[config.mk]
export PLATFORM = sky130hd
export DESIGN_NAME = fft_result_collector_flat
export DESIGN_NICKNAME = d
export VERILOG_FILES = /design/src/rtl/fft_pkg.sv /design/src/rtl/fft_result_collector_if.sv /design/src/rtl/fft_pingpong_ram.sv /design/src/rtl/fft_result_collector.sv /design/src/flat_wrapper.sv
export SDC_FILE = /design/constraint.sdc
export NUM_CORES = 1
export LEC_CHECK = 0
export ABC_AREA = 1
export BUFFER_PORTS_ARGS = -buffer_cell sky130_fd_sc_hd__clkbuf_2
export CAP_MARGIN = 20
export CORE_MARGIN = 2
export CORE_UTILIZATION = 45
export DETAILED_ROUTE_END_ITERATION = 6
export PLACE_DENSITY = 0.68
export RECOVER_POWER = 50
export SKIP_LAST_GASP = 1
export SYNTH_ARGS = -nofsm -noshare
export SYNTH_HDL_FRONTEND = slang
export SYNTH_SLANG_ARGS = --single-unit
[constraint.sdc]
create_clock -name clk -period 3.6 [get_ports clk]
set_input_delay 0.72 -clock clk [delete_from_list [all_inputs] [get_ports clk]]
set_output_delay 0.72 -clock clk [all_outputs]
set_load 0.005 [all_outputs]
[src/rtl/fft_pkg.sv]
// Shared FFT definitions: frame geometry, complex word layout and the
// result-collector drain-state encoding.
package fft_pkg;

    localparam int DATA_W = 16;
    localparam int N      = 8;
    localparam int IDX_W  = $clog2(N);
    // Butterfly counter spans N/2 pairs.
    localparam int HALF_W = IDX_W - 1;

    typedef struct packed {
        logic [DATA_W-1:0] re;
        logic [DATA_W-1:0] im;
    } cplx_t;

    typedef enum logic [1:0] {
        RD_IDLE = 2'd0,
        RD_LOAD = 2'd1,
        RD_SEND = 2'd2
    } rd_state_t;

endpackage

[src/rtl/fft_result_collector_if.sv]
// Bundle of the collector's butterfly-result input side and its streaming
// output side; master drives results/out_ready, slave is the collector.
interface fft_result_collector_if;
    import fft_pkg::*;

    logic             flush;
    logic             data_out_en;
    logic             data_out_addr;
    cplx_t            res_data;
    logic             collector_ready;
    logic             out_valid;
    logic             out_ready;
    cplx_t            out_data;
    logic [IDX_W-1:0] out_index;
    logic             out_last;
    logic             overflow;
    logic             pair_err;

    modport master (
        output flush, data_out_en, data_out_addr, res_data, out_ready,
        input  collector_ready, out_valid, out_data, out_index, out_last,
               overflow, pair_err
    );

    modport slave (
        input  flush, data_out_en, data_out_addr, res_data, out_ready,
        output collector_ready, out_valid, out_data, out_index, out_last,
               overflow, pair_err
    );

endinterface

[src/rtl/fft_pingpong_ram.sv]
// Two-bank ping-pong storage of N complex words per bank; one synchronous
// write port and one registered read port addressed by {bank, index}.
module fft_pingpong_ram
    import fft_pkg::*;
(
    input  logic             clk,
    input  logic             rd_clr,
    input  logic             we,
    input  logic             wr_bank,
    input  logic [IDX_W-1:0] wr_idx,
    input  cplx_t            wr_data,
    input  logic             rd_en,
    input  logic             rd_bank,
    input  logic [IDX_W-1:0] rd_idx,
    output cplx_t            rd_data
);

    cplx_t mem [2*N];
    cplx_t rd_data_reg;

    always_ff @(posedge clk) begin
        if (we) begin
            mem[{wr_bank, wr_idx}] <= wr_data;
        end
    end

    // The read register doubles as the output data register, so it clears
    // with the collector while the array itself is left untouched.
    always_ff @(posedge clk) begin
        if (rd_clr) begin
            rd_data_reg <= '0;
        end else if (rd_en) begin
            rd_data_reg <= mem[{rd_bank, rd_idx}];
        end
    end

    assign rd_data = rd_data_reg;

endmodule

[src/rtl/fft_result_collector.sv]
// Pairs butterfly top/bottom results into a ping-pong frame buffer and
// streams each completed frame out in bin order over valid/ready.
module fft_result_collector
    import fft_pkg::*;
(
    input  logic                  clk,
    input  logic                  rst,
    fft_result_collector_if.slave bus
);

    logic              clr;
    logic              wbank_reg, wbank_next;
    logic              rbank_reg, rbank_next;
    logic [1:0]        bank_full_reg, bank_full_next;
    logic [HALF_W-1:0] j_reg, j_next;
    logic              pending_reg, pending_next;
    logic              overflow_reg, overflow_next;
    logic              pair_err_reg, pair_err_next;
    rd_state_t         state_reg, state_next;
    logic [IDX_W-1:0]  index_reg, index_next;

    logic              ready;
    logic              we;
    logic [IDX_W-1:0]  wr_idx;
    logic              set_full;
    logic              rd_en;
    logic [IDX_W-1:0]  rd_idx;
    logic              release_bank;
    cplx_t             rd_data;

    assign clr   = rst | bus.flush;
    assign ready = ~bank_full_reg[wbank_reg];

    // Write side: top results land at j, bottom results at j+N/2.
    always_comb begin
        j_next        = j_reg;
        pending_next  = pending_reg;
        wbank_next    = wbank_reg;
        overflow_next = overflow_reg;
        pair_err_next = 1'b0;
        we            = 1'b0;
        wr_idx        = {1'b0, j_reg};
        set_full      = 1'b0;
        if (bus.data_out_en && !ready) begin
            overflow_next = 1'b1;
        end else if (bus.data_out_en) begin
            if (!bus.data_out_addr) begin
                we            = 1'b1;
                pending_next  = 1'b1;
                pair_err_next = pending_reg;
            end else if (pending_reg) begin
                we           = 1'b1;
                wr_idx       = {1'b1, j_reg};
                pending_next = 1'b0;
                j_next       = j_reg + 1'b1;
                if (&j_reg) begin
                    set_full   = 1'b1;
                    wbank_next = ~wbank_reg;
                end
            end else begin
                pair_err_next = 1'b1;
            end
        end
    end

    // Fill and release always target different banks, so both may land together.
    for (genvar gi = 0; gi < 2; gi++) begin : g_bank
        assign bank_full_next[gi] =
            (set_full && wbank_reg == 1'(gi))     ? 1'b1 :
            (release_bank && rbank_reg == 1'(gi)) ? 1'b0 :
                                                    bank_full_reg[gi];
    end

    always_comb begin
        state_next   = state_reg;
        index_next   = index_reg;
        rbank_next   = rbank_reg;
        rd_en        = 1'b0;
        rd_idx       = '0;
        release_bank = 1'b0;
        case (state_reg)
            RD_IDLE: begin
                if (bank_full_reg[rbank_reg]) begin
                    state_next = RD_LOAD;
                end
            end
            RD_LOAD: begin
                rd_en      = 1'b1;
                index_next = '0;
                state_next = RD_SEND;
            end
            RD_SEND: begin
                if (bus.out_ready) begin
                    if (&index_reg) begin
                        release_bank = 1'b1;
                        rbank_next   = ~rbank_reg;
                        state_next   = RD_IDLE;
                    end else begin
                        rd_en      = 1'b1;
                        rd_idx     = index_reg + 1'b1;
                        index_next = index_reg + 1'b1;
                    end
                end
            end
            default: state_next = RD_IDLE;
        endcase
    end

    always_ff @(posedge clk) begin
        if (clr) begin
            wbank_reg     <= 1'b0;
            rbank_reg     <= 1'b0;
            bank_full_reg <= 2'b00;
            j_reg         <= '0;
            pending_reg   <= 1'b0;
            overflow_reg  <= 1'b0;
            pair_err_reg  <= 1'b0;
            state_reg     <= RD_IDLE;
            index_reg     <= '0;
        end else begin
            wbank_reg     <= wbank_next;
            rbank_reg     <= rbank_next;
            bank_full_reg <= bank_full_next;
            j_reg         <= j_next;
            pending_reg   <= pending_next;
            overflow_reg  <= overflow_next;
            pair_err_reg  <= pair_err_next;
            state_reg     <= state_next;
            index_reg     <= index_next;
        end
    end

    fft_pingpong_ram u_ram (
        .clk     (clk),
        .rd_clr  (clr),
        .we      (we && !clr),
        .wr_bank (wbank_reg),
        .wr_idx  (wr_idx),
        .wr_data (bus.res_data),
        .rd_en   (rd_en && !clr),
        .rd_bank (rbank_reg),
        .rd_idx  (rd_idx),
        .rd_data (rd_data)
    );

    assign bus.collector_ready = ready;
    assign bus.out_valid       = (state_reg == RD_SEND);
    assign bus.out_data        = rd_data;
    assign bus.out_index       = index_reg;
    assign bus.out_last        = (state_reg == RD_SEND) && (&index_reg);
    assign bus.overflow        = overflow_reg;
    assign bus.pair_err        = pair_err_reg;

endmodule

[src/flat_wrapper.sv]
// flat-port wrapper written by rule: the top's interface ports become plain ports
module fft_result_collector_flat import fft_pkg::*;
  (clk, rst, bus_flush, bus_data_out_en, bus_data_out_addr, bus_res_data, bus_out_ready, bus_collector_ready, bus_out_valid, bus_out_data, bus_out_index, bus_out_last, bus_overflow, bus_pair_err);
  fft_result_collector_if bus_i ();
  input  logic clk;
  input  logic rst;
  input wire logic [$bits(bus_i.flush)-1:0] bus_flush;
  input wire logic [$bits(bus_i.data_out_en)-1:0] bus_data_out_en;
  input wire logic [$bits(bus_i.data_out_addr)-1:0] bus_data_out_addr;
  input wire logic [$bits(bus_i.res_data)-1:0] bus_res_data;
  input wire logic [$bits(bus_i.out_ready)-1:0] bus_out_ready;
  output wire logic [$bits(bus_i.collector_ready)-1:0] bus_collector_ready;
  output wire logic [$bits(bus_i.out_valid)-1:0] bus_out_valid;
  output wire logic [$bits(bus_i.out_data)-1:0] bus_out_data;
  output wire logic [$bits(bus_i.out_index)-1:0] bus_out_index;
  output wire logic [$bits(bus_i.out_last)-1:0] bus_out_last;
  output wire logic [$bits(bus_i.overflow)-1:0] bus_overflow;
  output wire logic [$bits(bus_i.pair_err)-1:0] bus_pair_err;
  assign bus_i.flush = bus_flush;
  assign bus_i.data_out_en = bus_data_out_en;
  assign bus_i.data_out_addr = bus_data_out_addr;
  assign bus_i.res_data = bus_res_data;
  assign bus_i.out_ready = bus_out_ready;
  assign bus_collector_ready = bus_i.collector_ready;
  assign bus_out_valid = bus_i.out_valid;
  assign bus_out_data = bus_i.out_data;
  assign bus_out_index = bus_i.out_index;
  assign bus_out_last = bus_i.out_last;
  assign bus_overflow = bus_i.overflow;
  assign bus_pair_err = bus_i.pair_err;
  fft_result_collector u_core (.clk(clk), .rst(rst), .bus(bus_i));
endmodule
==> Word level (Yosys, flattened, before mapping) <==
Memory sizes are Yosys's and may differ from the RTL's. A register that Yosys moved wholly into a read port is not among the register bits.
Index checks and enable logic that the tools add are counted.
{ "totals": {"latch_bits": 0, "mem_bits_ro": 0, "ram_bits": 512, "n_memories": 1, "regBits": 14, "input_bits": 38} }
{ "memory_table": {"columns": ["name", "depth", "width", "read_ports", "rd_clocked_by_memory_dff", "wr", "line_no", "source"], "rows": [
  ["u_core.u_ram.mem", 16, 32, 1, 1, 1, "fft_pingpong_ram.sv:18", "cplx_t mem [2*N];"]
]} }
{ "classes": {"div": 0, "mul": 0, "shift": 0, "reduce_logical": 22, "bitwise_logic": 6, "n_lt_le_gt_ge": 2, "n_addsub": 2, "n_mux": 42, "n_eq_ne": 6} }
{ "op_table": {"columns": ["op", "count"], "rows": [
  ["2-to-1 mux 1 bit", 27],
  ["2-to-1 mux 3 bit", 9],
  ["AND reduction 3 bit", 3],
  ["logical AND 1 bit", 8],
  ["2-to-1 mux 2 bit", 3],
  ["one-hot mux 2 bit (3 select lines)", 1],
  ["one-hot mux 3 bit (2 select lines)", 1],
  ["AND reduction 6 bit", 1],
  ["nonzero test 2 bit", 3],
  ["NOT 1 bit", 5],
  ["AND reduction 5 bit", 1],
  ["< comparator 1 x 2 -> 1 bit (second input constant)", 2],
  ["inequality test 2 x 1 -> 1 bit (second input constant)", 2],
  ["inequality test 2 bit (second input constant)", 2],
  ["AND reduction 2 bit", 2],
  ["AND reduction 4 bit", 1],
  ["adder 3 x 1 -> 3 bit (second input constant)", 1],
  ["OR reduction 3 bit", 1],
  ["adder 2 x 1 -> 2 bit (second input constant)", 1],
  ["== test 2 x 1 -> 1 bit (second input constant)", 1],
  ["== test 2 bit (second input constant)", 1],
  ["logical NOT 2 bit", 1],
  ["one-hot mux 1 bit (2 select lines)", 1],
  ["logical NOT 1 bit", 1],
  ["bitwise OR 1 bit", 1]
]} }

==> Logic depth before layout (Yosys ltp) <==
Gate-level depths: netlist (run 1).
{ "depth": {"depth_word": 8, "depth_mapped": 13, "depth_no_buf": 11} }

==> By module <==
Synthesis (run 1) repeated with hierarchy kept, for this count alone.
{ "hier_totals": {"cells_unflattened": 1995, "hier_area_um2": 22748.1} }
{ "by_module_without_submodules": {"columns": ["mod", "n_inst", "area_each_um2", "cells_per_inst"], "rows": [
  ["fft_pingpong_ram", 1, 21893.5, 1874],
  ["fft_result_collector", 1, 854.6, 121]
]} }

==> Least setup slack after synthesis (run 1) <==
OpenSTA, ideal clock, no wires.
{ "synth_timing": {"path_kind": "input -> register", "startpoint": "input port bus_flush", "endpoint": "memory u_core.u_ram.mem[0][0] (netlist bit) (enable)", "arrival_time_ps": 3012, "setup_ps": 421, "setup_slack_ps": 167, "cell_stages": 5, "cell_sequence": "nor2_1 clkinv_1 nor3_1 nand2_1 nor2_1"} }
{ "synth_between": {"elab_chain_len": 5} }
{ "synth_lines": {"columns": ["item", "line_no", "source"], "rows": [
  ["from (decl)", "flat_wrapper.sv:7", "input wire logic [$bits(bus_i.flush)-1:0] bus_flush;"],
  ["bitwise OR 1 bit", "fft_result_collector.sv:31", "assign clr = rst | bus.flush;"],
  ["logical NOT 1 bit", "fft_result_collector.sv:136", ".we (we && !clr),"],
  ["logical AND 1 bit", "fft_result_collector.sv:136", null],
  ["2-to-1 mux 1 bit", "fft_pingpong_ram.sv:22", "if (we) begin"],
  ["2-to-1 mux 1 bit (not written as such)", "fft_pingpong_ram.sv:23", "mem[{wr_bank, wr_idx}] <= wr_data;"],
  ["to (decl)", "fft_pingpong_ram.sv:18", null]
]} }
Every way passes these cells.

==> Worst setup path after layout (run 1) <==
{ "layout_timing": {"startpoint": "input port bus_flush", "endpoint": "register u_core.state_reg[1]"} }
{ "layout_between": {"elab_chain_len": 1} }
{ "layout_lines": {"columns": ["item", "line_no", "source"], "rows": [
  ["bitwise OR 1 bit", "fft_result_collector.sv:31", null],
  ["to (signal assigned)", "fft_result_collector.sv:128", "state_reg <= state_next;"],
  ["to (decl)", "fft_result_collector.sv:19", "rd_state_t state_reg, state_next;"]
]} }
Every way passes these cells.
A chain may end at the register's enable or synchronous reset.

==> key figures, run 1 <==
Outcome
  – Status: finished, violations left
  – Failing checks: capacitance limit, slew limit

Global routing
  – Antenna violations before repair: 1
  – Vias in the first global route: between 15k and 20k
  – Overall Global Routing Usage: between 20% and 30%
  – Largest net degree at the start of global routing: between 100 and 150
  – Global-route wire length before repair: about 90,000 um
  – GRT overflow: 0

Clock network
  – Hold-fix buffers, CTS: 0
  – CTS clk-pin slew, worst paths: approximately 0.060 ns
  – TritonCTS clock tree: yes
  – Largest buffer count on any clock path: 3
  – CTS Buf Count: 52
  – Clock Tree Root: clkbuf_16
  – Post-CTS Setup Bufs: 0
  – Worst-Skew Late Latency: about 0.60 ns
  – Clock sink count: 558
  – Htree depth: 2
  – CTS-repair resized insts: 0

Worst setup path
  – CP Max Fanout: 38
  – R2R setup slack: approximately 0.9 ns
  – WS Path Type: in2reg
  – Crit. End Element: register
  – Crit path arrival time: around 3.6 ns
  – Cells on worst reg2reg path: 10
  – FF-to-FF End: u_core.u_ram.rd_data[12]$_SDFFE_PP0P_
  – Required time worst endpoint: between 4 and 5 ns
  – Critical Path Source Type: primary input
  – R2r startpoint: u_core.state_reg[0]$_SDFFE_PP0P_

Floorplan
  – Initial Util: between 40% and 50%
  – # rows: 83
  – Die area: 53,800 um2
  – Core box area: ~51,000 um2
  – IO Pins: between 70 and 80
  – Die height: roughly 230 um
  – Chip width: between 200 and 250 um

Routing
  – DR vias: between 15k and 20k
  – DRC viols: 0
  – Final ANT Viol Nets: 0
  – Pre-antenna DRT Iters: 7
  – Vias per std cell: between 5 and 6
  – WL final: roughly 59,000 um
  – Wire per inst: 19.4 um
  – DRT iter0 DRCs: ~1.7k

Layout
  – Most frequent cells in the layout: edfxtp_1, nand2_1, nand3_1
  – Final Non-Filler Cells: around 3.0k
  – Nets: between 2k and 2.5k
  – Commonest non-fill, non-tap cell in the layout: edfxtp_1
  – Layout cells sized above 1: around 7.6%
  – # diodes: 0
  – Area grow syn2layout: 12.8%
  – Flip-flop count of the largest register, all copies and words added: roughly 500

Logic synthesis
  – Synth unique cells: 23
  – Synth Instances: 2,229
  – Yosys warning total: 0
  – Cell area after synthesis: around 23,000 um2
  – Synth Register Bits: between 500 and 600
  – Syn_nets: ~2.3k
  – Seq/Total Area, Yosys: between 60 and 70%
  – Syn Area/Cell: about 10 um2

STA
  – Pins Over Slew Limit: 39
  – RSZ-0062 raised after global routing: no
  – Final hold vios: 0
  – Hold WS: ~0.48 ns
  – Setup TNS: 0 ns
  – Tcrit/Tclk final: a little under nine tenths
  – Minimum clock period: about 3 ns
  – Slew @ Worst Pin: 2.74 ns
  – Setup Viol. Count Final: 0
  – Max frequency: 326 MHz
  – Clk_skew: between 0.015 and 0.02 ns
  – Max-Slew Margin vs Limit: -82.5%

Placement
  – PortBufs: slightly below 80
  – GP Congestion: about 0.81
  – Cells after DPL: 2,931
  – DPL Wire Length: between 30,000 and 40,000 um

Hold path
  – Hold Crit Class: in2reg
  – Hold worst-path end: u_core.bus.overflow$_SDFFE_PP0P_
  – HP Start: bus_data_out_en
  – Worst Hold Depth: 3

Pwr
  – Total power: ~0.012 W
  – Peak supply drop: around 0.00033 V
  – Power per Cell Area: between 400 and 500 nW/um2
  – Lkg Pwr: 11.0 nW

Flow run
  – Max Cap Violations: 1
==> routing by layer <==
metal	wire length (um)	track usage, %	vias up
met5	14	0	-
met4	1930	8.39	2
met3	4650	4.21	112
met2	27800	36.4	638
met1	24200	29.0	7702
li1	-	-	7462
==> stage by stage <==
stage / utilization (%) / area (um2) / worst slack (ns)
finish: 51.4 / 26400 / 0.531
floorplan: - / 23400 / 0.167
global placement: 48.5 / 24900 / 0.688
detailed placement: 48.5 / 24900 / 0.729
global route: 51.4 / 26400 / 0.412
CTS: 51.6 / 26500 / 0.963
==> layout make-up <==
cell class	instances	area, um2
clock buffer	69	1420
clock inverter	26	179
fill	4450	24900
inverter	344	1290
multi-input combinational	1214	5440
sequential	558	16300
tap	680	851
timing repair buffer	135	903
==> synthesized netlist by cell type <==
library cell	count	area (um2)
edfxtp_1	512	15400
nand2_1	439	1650
nand3_1	355	1780
inv_1	340	1280
nor2_1	282	1060
o21ai_0	102	510
buf_2	59	295
dfxtp_1	46	921
clkbuf_1	34	128
buf_1	18	67.6
a21oi_1	15	75.1
ha_1	12	150
inv_2	3	11.3
buf_4	2	15.0
nor3_1	2	10.0
clkinv_1	1	3.75
nand2_2	1	6.26
nand3_2	1	10.0
nand4_1	1	6.26
nor2_2	1	6.26
nor2_4	1	11.3
nor3_4	1	16.3
xor2_1	1	8.76
==> power by group <==
group / internal, W / switching, W
Combinational: 0.0000237 / 0.000130
Sequential: 0.00708 / 0.00000231
Clock: 0.00290 / 0.00233
Total: 0.0100 / 0.00246
==> critical path: stages <==
cell and delay, ns:
clkbuf_1 0.10, nor2_4 0.19, clkbuf_1 1.96, o21ai_0 0.35, a21oi_1 0.23
==> cells by family (layout without fill, tap and decap cells) <==
family,count (synthesis),in the layout,synth area share [%]
AOI/OAI and AO/OA,117,117,2.50
DFF,558,558,69.7
xor gates and xnor gates,1,1,0.0375
adders and majority gates,12,12,0.642
buffers and inverters,457,574,7.68
and+or+nand+nor,1084,1084,19.5
==> worst max path at each step <==
stage | to | depth (start not counted) | slack, ns | startpoint
2_1_floorplan | u_core.u_ram.mem[0][0]$_DFFE_PP_ | 5 | 0.17 | bus_flush
3_3_place_gp | u_core.u_ram.mem[5][10]$_DFFE_PP_ | 8 | 0.69 | bus_data_out_en
3_5_place_dp | u_core.u_ram.mem[5][10]$_DFFE_PP_ | 7 | 0.73 | bus_flush
4_1_cts | bus_out_last | 5 | 0.96 | u_core.bus.out_index[0]$_SDFFE_PP0P_
5_1_grt | u_core.state_reg[1]$_SDFFE_PP0P_ | 5 | 0.41 | bus_flush
6_report | u_core.state_reg[1]$_SDFFE_PP0P_ | 5 | 0.53 | bus_flush
Note: power is estimated with default switching activity, not from simulation.
==> inputs of run 2 (changes only) <==
--- a/config.mk
+++ b/config.mk
@@ -8,10 +8,12 @@
 export ABC_AREA = 1
 export BUFFER_PORTS_ARGS = -buffer_cell sky130_fd_sc_hd__clkbuf_2
 export CAP_MARGIN = 20
+export CELL_PAD_IN_SITES_DETAIL_PLACEMENT = 0
+export CELL_PAD_IN_SITES_GLOBAL_PLACEMENT = 1
 export CORE_MARGIN = 2
 export CORE_UTILIZATION = 45
 export DETAILED_ROUTE_END_ITERATION = 6
-export PLACE_DENSITY = 0.68
+export PLACE_DENSITY = 0.81
 export RECOVER_POWER = 50
 export SKIP_LAST_GASP = 1
 export SYNTH_ARGS = -nofsm -noshare
==> run 2 against run 1 <==
The flow now finishes without violations. Utilization rose by 0.12 points. Clock skew up 0.0024 ns. Cell count about the same. Non-clock buffer count down 9. Critical path type is now reg2reg. Largest cell class unchanged. Sequential cell count did not move. Critical endpoint is now u_core.u_ram.mem[8][21]$_DFFE_PP_.
==> key figures, run 2 (synthesized netlist as in run 1, its figures left out) <==
Worst setup path
  – Crit. End Element: register (unchanged)
  – WS Path Type: reg2reg (was in2reg)
  – Critical-path top delay cell: nor3_1 (was clkbuf_1)
  – R2r startpoint: u_core.wbank_reg$_SDFFE_PP0P_ (was u_core.state_reg[0]$_SDFFE_PP0P_)
  – Crit path arrival time: 3.34 ns (was 3.59 ns)
  – Required time worst endpoint: 3.89 ns (was 4.12 ns)
  – CP Max Fanout: 25 (was 38)
  – Critical path launch point: u_core.wbank_reg$_SDFFE_PP0P_ (was bus_flush)
  – CP peak stage delay: 0.58 ns (was 1.96 ns)
  – Critical Path Source Type: register (was primary input)
  – CP cell instances: o21ai_0, nor2_1, inv_1, nor3_1, nand2_1, nor2_4, buf_12 (was clkbuf_1, nor2_4, clkbuf_1, o21ai_0, a21oi_1)

Layout
  – Area grow syn2layout: 13.1% (was 12.8%)
  – Flip-flop count of the largest register, all copies and words added: 512 (unchanged)
  – Most frequent cells in the layout: edfxtp_1, nand2_1, nand3_1 (unchanged)
  – Layout cells sized above 1: 7.50% (was 7.63%)
  – Nets: 2,350 (was 2,355)
  – # diodes: 0 (unchanged)
  – Commonest non-fill, non-tap cell in the layout: edfxtp_1 (unchanged)
  – Design area: 26,400 um2 (about the same)
  – Finished Core Util: 51.5% (was 51.4%)

Routing
  – Final ANT Viol Nets: 0 (unchanged)
  – WL final: 55,200 um (was 58,700 um)
  – Pre-antenna DRT Iters: 5 (was 7)
  – DRT iter0 DRCs: 1,398 (was 1,676)
  – Wire per inst: 18.2 um (was 19.4 um)
  – DR vias: 15.4k (was 15.9k)
  – DRC viols: 0 (unchanged)
  – Vias per std cell: 5.07 (was 5.26)

Global routing
  – GRT overflow: 0 (unchanged)
  – Overall Global Routing Usage: 21.0% (was 22.1%)
  – Vias in the first global route: 15.2k (was 15.6k)
  – Antenna violations before repair: 1 (unchanged)
  – Global-route wire length before repair: 86,500 um (was 89,900 um)
  – Largest net degree at the start of global routing: 103 (was 130)

Clock network
  – Hold-fix buffers, CTS: 0 (unchanged)
  – CTS-repair resized insts: 0 (unchanged)
  – Post-CTS Setup Bufs: 0 (unchanged)
  – CTS clk-pin slew, worst paths: 0.06 ns (about the same)
  – Clock sink count: 558 (unchanged)
  – CTS Buf Count: 56 (was 52)
  – Worst-Skew Late Latency: 0.61 ns (was 0.60 ns)
  – Htree depth: 2 (unchanged)
  – Largest buffer count on any clock path: 3 (unchanged)
  – TritonCTS clock tree: yes (unchanged)
  – Clock Tree Root: clkbuf_16 (unchanged)

STA
  – Setup TNS: 0 ns (unchanged)
  – Pins Over Slew Limit: 0 (was 39)
  – Max frequency: 327 MHz (was 326 MHz)
  – Final hold vios: 0 (unchanged)
  – Final WS setup: 0.544 ns (was 0.531 ns)
  – Minimum clock period: 3.06 ns (was 3.07 ns)
  – Setup Viol. Count Final: 0 (unchanged)
  – Clk_skew: 0.0182 ns (was 0.0158 ns)
  – RSZ-0062 raised after global routing: no (unchanged)
  – Tcrit/Tclk final: 84.9% (was 85.2%)
  – Slew @ Worst Pin: 1.02 ns (was 2.74 ns)
  – Max-Slew Margin vs Limit: 31.4% (was -82.5%)

Floorplan
  – Die height: 232 um (unchanged)
  – Core box area: 51,300 um2 (unchanged)
  – Chip width: 232 um (unchanged)
  – Die area: 53,800 um2 (unchanged)
  – # rows: 83 (unchanged)
  – Initial Util: 45.6% (unchanged)
  – IO Pins: 78 (unchanged)

Placement
  – PortBufs: 77 (unchanged)
  – DPL Wire Length: 31,000 um (was 32,600 um)
  – Area post-placement: 24,800 um2 (was 24,900 um2)
  – GP Congestion: 0.787 (was 0.806)
  – DP Worst Slack: 0.396 ns (was 0.729 ns)

Pwr
  – Power share of the combinational group: 1.2% (about the same)
  – Peak supply drop: 0.000343 V (was 0.000327 V)
  – Power per Cell Area: 478 nW/um2 (was 472 nW/um2)
  – Sw Ratio: 20.0% (was 19.7%)
  – Switching power: 0.00253 W (was 0.00246 W)
  – Total power: 0.0126 W (was 0.0125 W)
  – Int Pwr: 0.0101 W (was 0.0100 W)
  – Lkg Pwr: 11.0 nW (about the same)
  – Sequential share of power: 56.0% (was 56.8%)
  – Clock power share: 42.8% (was 42.0%)

Outcome
  – Status: finished clean (was finished, violations left)

Hold path
  – Hold Crit Class: in2reg (unchanged)
  – HP Start: bus_data_out_en (unchanged)

Flow run
  – Max Cap Violations: 0 (was 1)
## run 2: cell count changes in the layout (fill, tap and decap cells not counted), moves of 2 or more
cell / change
clkbuf_2: -2
clkbuf_1: +3
clkbuf_16: +3
buf_12: +3
clkinv_1: +2
buf_4: -11
clkbuf_8: -3
clkinv_2: +6
## run 2: final timing paths
check	cells after the start	slack, ns	end
hold / removal	3	0.39	u_core.bus.overflow$_SDFFE_PP0P_
hold reg to reg	2	0.47	u_core.bank_full_reg[0]$_SDFFE_PP0P_
setup / recovery	7	0.54	u_core.u_ram.mem[8][21]$_DFFE_PP_
setup reg to reg	7	0.54	u_core.u_ram.mem[8][21]$_DFFE_PP_
## run 2: area by class of cell
class                           instances  area [um2]
Clock buffer                           72        1460
Clock inverter                         33         221
Fill cell                            4485       24900
Inverter                              344        1290
Multi-Input combinational cell       1214        5440
Sequential cell                       558       16300
Tap cell                              680         851
Timing Repair Buffer                  126         875
## run 2: layer usage
| layer | part of all wire, % | global-route usage [%] | vias up |
|---|---|---|---|
| met2 | 49 | 36.2 | 456 |
| met1 | 43 | 27.8 | 7367 |
| met3 | 6.3 | 2.78 | 73 |
| met5 | 0.024 | 0 | - |
| li1 | - | - | 7462 |
| met4 | 1.7 | 5.75 | 2 |
## run 2: per-stage QoR
stage          std cells  hold WS, ns
2_1_floorplan       2229        0.444
3_5_place_dp        2922        0.469
5_1_grt             3027        0.407
6_report            3027        0.390
3_3_place_gp        2922        0.469
4_1_cts             3027        0.353
## run 2: worst max-delay path: cells and delay by family (launching register included)
family                 cells  cell delay (ns)
DFF                        1             0.43
buffers and inverters      2             0.39
and+or+nand+nor            4             1.66
AOI/OAI and AO/OA          1             0.23
## run 2: power groups by stage
stage | sequential, W | combinational, W | clock, W
2_1_floorplan | 0.00722 | 0.0000324 | 0
4_1_cts | 0.00708 | 0.000163 | 0.00550
6_report | 0.00708 | 0.000154 | 0.00540
3_5_place_dp | 0.00722 | 0.000163 | 0
3_3_place_gp | 0.00722 | 0.000158 | 0
5_1_grt | 0.00708 | 0.000173 | 0.00576
==> inputs of run 3 (changes only) <==
==> constraint.sdc (replaced) <==
create_clock -name clk -period 2.6 [get_ports clk]
set_input_delay 0.52 -clock clk [delete_from_list [all_inputs] [get_ports clk]]
set_output_delay 0.52 -clock clk [all_outputs]
set_load 0.005 [all_outputs]
==> run 3 against run 2 <==
Register-to-register slack got worse by 0.31 ns. Critical path depth increased by 1. Sequential cell count unchanged. Hold slack got worse by 0.19 ns. Non-clock buffer count increased by 12. Setup slack got worse by 0.31 ns. Via count increased by 2.6%. Clock-buffer cell count increased by 13. Wire length increased by 5.2%. Highest routed layer is now met4.
==> key figures, run 3 (synthesized netlist as in run 1, its figures left out) <==
Outcome
  – Status: finished clean (unchanged)

Worst setup path
  – Crit path buf inv count: 3 (was 2)
  – CP Max Fanout: 11 (was 25)
  – Critical-path top delay cell: dfxtp_1 (was nor3_1)
  – R2r startpoint: u_core.wbank_reg$_SDFFE_PP0P_ (unchanged)
  – Crit path arrival time: 2.67 ns (was 3.34 ns)
  – CP peak stage delay: 0.42 ns (was 0.58 ns)
  – FF-to-FF End: u_core.u_ram.mem[5][28]$_DFFE_PP_ (was u_core.u_ram.mem[8][21]$_DFFE_PP_)
  – Cells on worst reg2reg path: 8 (was 7)
  – R2R setup slack: 0.23 ns (was 0.54 ns)
  – Crit. End Element: register (unchanged)
  – Most used cell, CP: buf_4
  – WS Path Type: reg2reg (unchanged)
  – Critical Path Source Type: register (unchanged)
  – Critical path launch point: u_core.wbank_reg$_SDFFE_PP0P_ (unchanged)
  – CP cell instances: o21ai_0, nor2_1, inv_1, nor3_1, buf_4, nand2_1, nor2_4, buf_4 (was o21ai_0, nor2_1, inv_1, nor3_1, nand2_1, nor2_4, buf_12)
  – Required time worst endpoint: 2.90 ns (was 3.89 ns)
  – Critical path's top delay family: simple AND/OR/NAND/NOR gates (unchanged)

Floorplan
  – Die area: 53,800 um2 (unchanged)
  – Chip width: 232 um (unchanged)
  – # rows: 83 (unchanged)
  – Core box area: 51,300 um2 (unchanged)
  – IO Pins: 78 (unchanged)
  – Initial Util: 45.6% (unchanged)
  – Die height: 232 um (unchanged)

Placement
  – GP Congestion: 0.787 (unchanged)
  – Area post-placement: 25,200 um2 (was 24,800 um2)
  – PortBufs: 77 (unchanged)
  – DPL Wire Length: 32,600 um (was 31,000 um)
  – DP Worst Slack: 0.172 ns (was 0.396 ns)

Layout
  – Layout cells sized above 1: 7.93% (was 7.50%)
  – Reg area: 16,300 um2 (about the same)
  – Nets: 2,363 (was 2,350)
  – Multi-input gate area: 5450 um2 (was 5440 um2)
  – Commonest non-fill, non-tap cell in the layout: edfxtp_1 (unchanged)
  – # diodes: 0 (unchanged)
  – Design area: 26,900 um2 (was 26,400 um2)
  – Area grow syn2layout: 14.8% (was 13.1%)
  – Fillers: 4,490 (was 4,485)
  – Flip-flop count of the largest register, all copies and words added: 512 (unchanged)
  – Most frequent cells in the layout: edfxtp_1, nand2_1, nand3_1 (unchanged)

Routing
  – DRT iter0 DRCs: 1,238 (was 1,398)
  – Final ANT Viol Nets: 0 (unchanged)
  – Vias per std cell: 5.19 (was 5.07)
  – WL final: 58,100 um (was 55,200 um)
  – Pre-antenna DRT Iters: 5 (unchanged)
  – Wire per inst: 19.1 um (was 18.2 um)
  – Routed wire length on met2: 28,700 um (was 27,300 um)
  – Metal3 WL: 4050 um (was 3460 um)
  – Highest metal used: met4 (was met5)
  – DRT met1 WL: 24,000 um (was 23,500 um)
  – DR vias: 15.8k (was 15.4k)
  – DRC viols: 0 (unchanged)

STA
  – Final WS setup: 0.231 ns (was 0.544 ns)
  – RSZ-0062 raised after global routing: no (unchanged)
  – Setup TNS: 0 ns (unchanged)
  – Minimum clock period: 2.37 ns (was 3.06 ns)
  – Setup Viol. Count Final: 0 (unchanged)
  – Final hold vios: 0 (unchanged)
  – Clk_skew: 0.0186 ns (was 0.0182 ns)
  – Max frequency: 422 MHz (was 327 MHz)
  – Slew @ Worst Pin: 1.29 ns (was 1.02 ns)
  – Hold WS: 0.196 ns (was 0.390 ns)
  – Max-Slew Margin vs Limit: 14.2% (was 31.4%)
  – Tcrit/Tclk final: 91.1% (was 84.9%)
  – Pins Over Slew Limit: 0 (unchanged)

Clock network
  – Clock Tree Root: clkbuf_16 (unchanged)
  – Worst-Skew Late Latency: 0.62 ns (was 0.61 ns)
  – TritonCTS clock tree: yes (unchanged)
  – CTS Buf Count: 57 (was 56)
  – Clock sink count: 558 (unchanged)
  – CTS clk-pin slew, worst paths: 0.06 ns (about the same)
  – Post-CTS Setup Bufs: 0 (unchanged)
  – Largest buffer count on any clock path: 3 (unchanged)
  – Htree depth: 2 (unchanged)

Hold path
  – HP Start: bus_data_out_en (unchanged)
  – Worst Hold Depth: 3 (unchanged)
  – Hold Crit Class: in2reg (unchanged)
  – Hold worst-path end: u_core.bus.overflow$_SDFFE_PP0P_ (unchanged)

Global routing
  – Antenna violations before repair: 0 (was 1)
  – Overall Global Routing Usage: 21.9% (was 21.0%)
  – GRT overflow: 0 (unchanged)
  – Global-route wire length before repair: 89,600 um (was 86,500 um)
  – Largest net degree at the start of global routing: 91 (was 103)
  – Vias in the first global route: 15.5k (was 15.2k)

Pwr
  – Peak supply drop: 0.000538 V (was 0.000343 V)
  – Lkg Pwr: 11.1 nW (was 11.0 nW)
  – Total power: 0.0178 W (was 0.0126 W)
  – Power per Cell Area: 663 nW/um2 (was 478 nW/um2)

Flow run
  – Max Cap Violations: 0 (unchanged)
run 3: cell count changes in the layout (fill, tap and decap cells not counted), moves of 2 or more:
cell      previous run  this run
buf_12              15        33
clkinv_2            15         6
inv_16               0         2
clkbuf_1            68        75
clkbuf_8             0         2
clkbuf_2            24        29
clkinv_1            14         9
buf_4               34        26
run 3: worst max-delay path by stage:
stage                                                       end  cells after the start  slack, ns
after floorplan                u_core.u_ram.mem[0][0]$_DFFE_PP_                      5      -0.16
after global placement        u_core.u_ram.mem[5][17]$_DFFE_PP_                      9       0.20
after detailed placement   u_core.u_ram.rd_data[8]$_SDFFE_PP0P_                     10       0.17
after CTS                  u_core.u_ram.rd_data[8]$_SDFFE_PP0P_                     10       0.17
after global routing      u_core.u_ram.rd_data[16]$_SDFFE_PP0P_                     12       0.04
final                         u_core.u_ram.mem[5][28]$_DFFE_PP_                      8       0.23
run 3: timing repair:
action | in CTS | in global routing
hold buffers | 0 | 0
resized for setup | 0 | 2
endpoints found under the setup margin | 0 | 1
run 3: stage by stage:
step / cells / util (%)
4_1_cts: 3039 / 52.5
3_3_place_gp: 2934 / 49.0
5_1_grt: 3039 / 52.3
3_5_place_dp: 2934 / 49.0
6_report: 3039 / 52.3
2_1_floorplan: 2229 / -
run 3: worst register-to-register path, cell delays in order (launching register included):
cell,delay [ns]
dfxtp_1,0.42
o21ai_0,0.20
nor2_1,0.20
inv_1,0.10
nor3_1,0.21
buf_4,0.19
nand2_1,0.23
nor2_4,0.21
buf_4,0.28
run 3: layout make-up:
cell class / count / share of cell area, %
clock buffer: 85 / 5.78
clock inverter: 20 / 0.755
inverter: 344 / 4.82
multi-input combinational: 1214 / 20.3
sequential: 558 / 60.7
tap: 680 / 3.17
timing repair buffer: 138 / 4.51
run 3: where the power goes:
group | internal [W] | switching, W | total [W]
sequential | 0.00980 | 0.00000337 | 0.00980
clock | 0.00443 | 0.00336 | 0.00779
combinational | 0.0000356 | 0.000182 | 0.000218
run 3: layer usage:
| metal | global-route usage [%] | vias up |
|---|---|---|
| met3 | 3.11 | 94 |
| li1 | - | 7478 |
| met5 | 0 | - |
| met1 | 28.8 | 7642 |
| met2 | 38.0 | 553 |
| met4 | 6.03 | 0 |
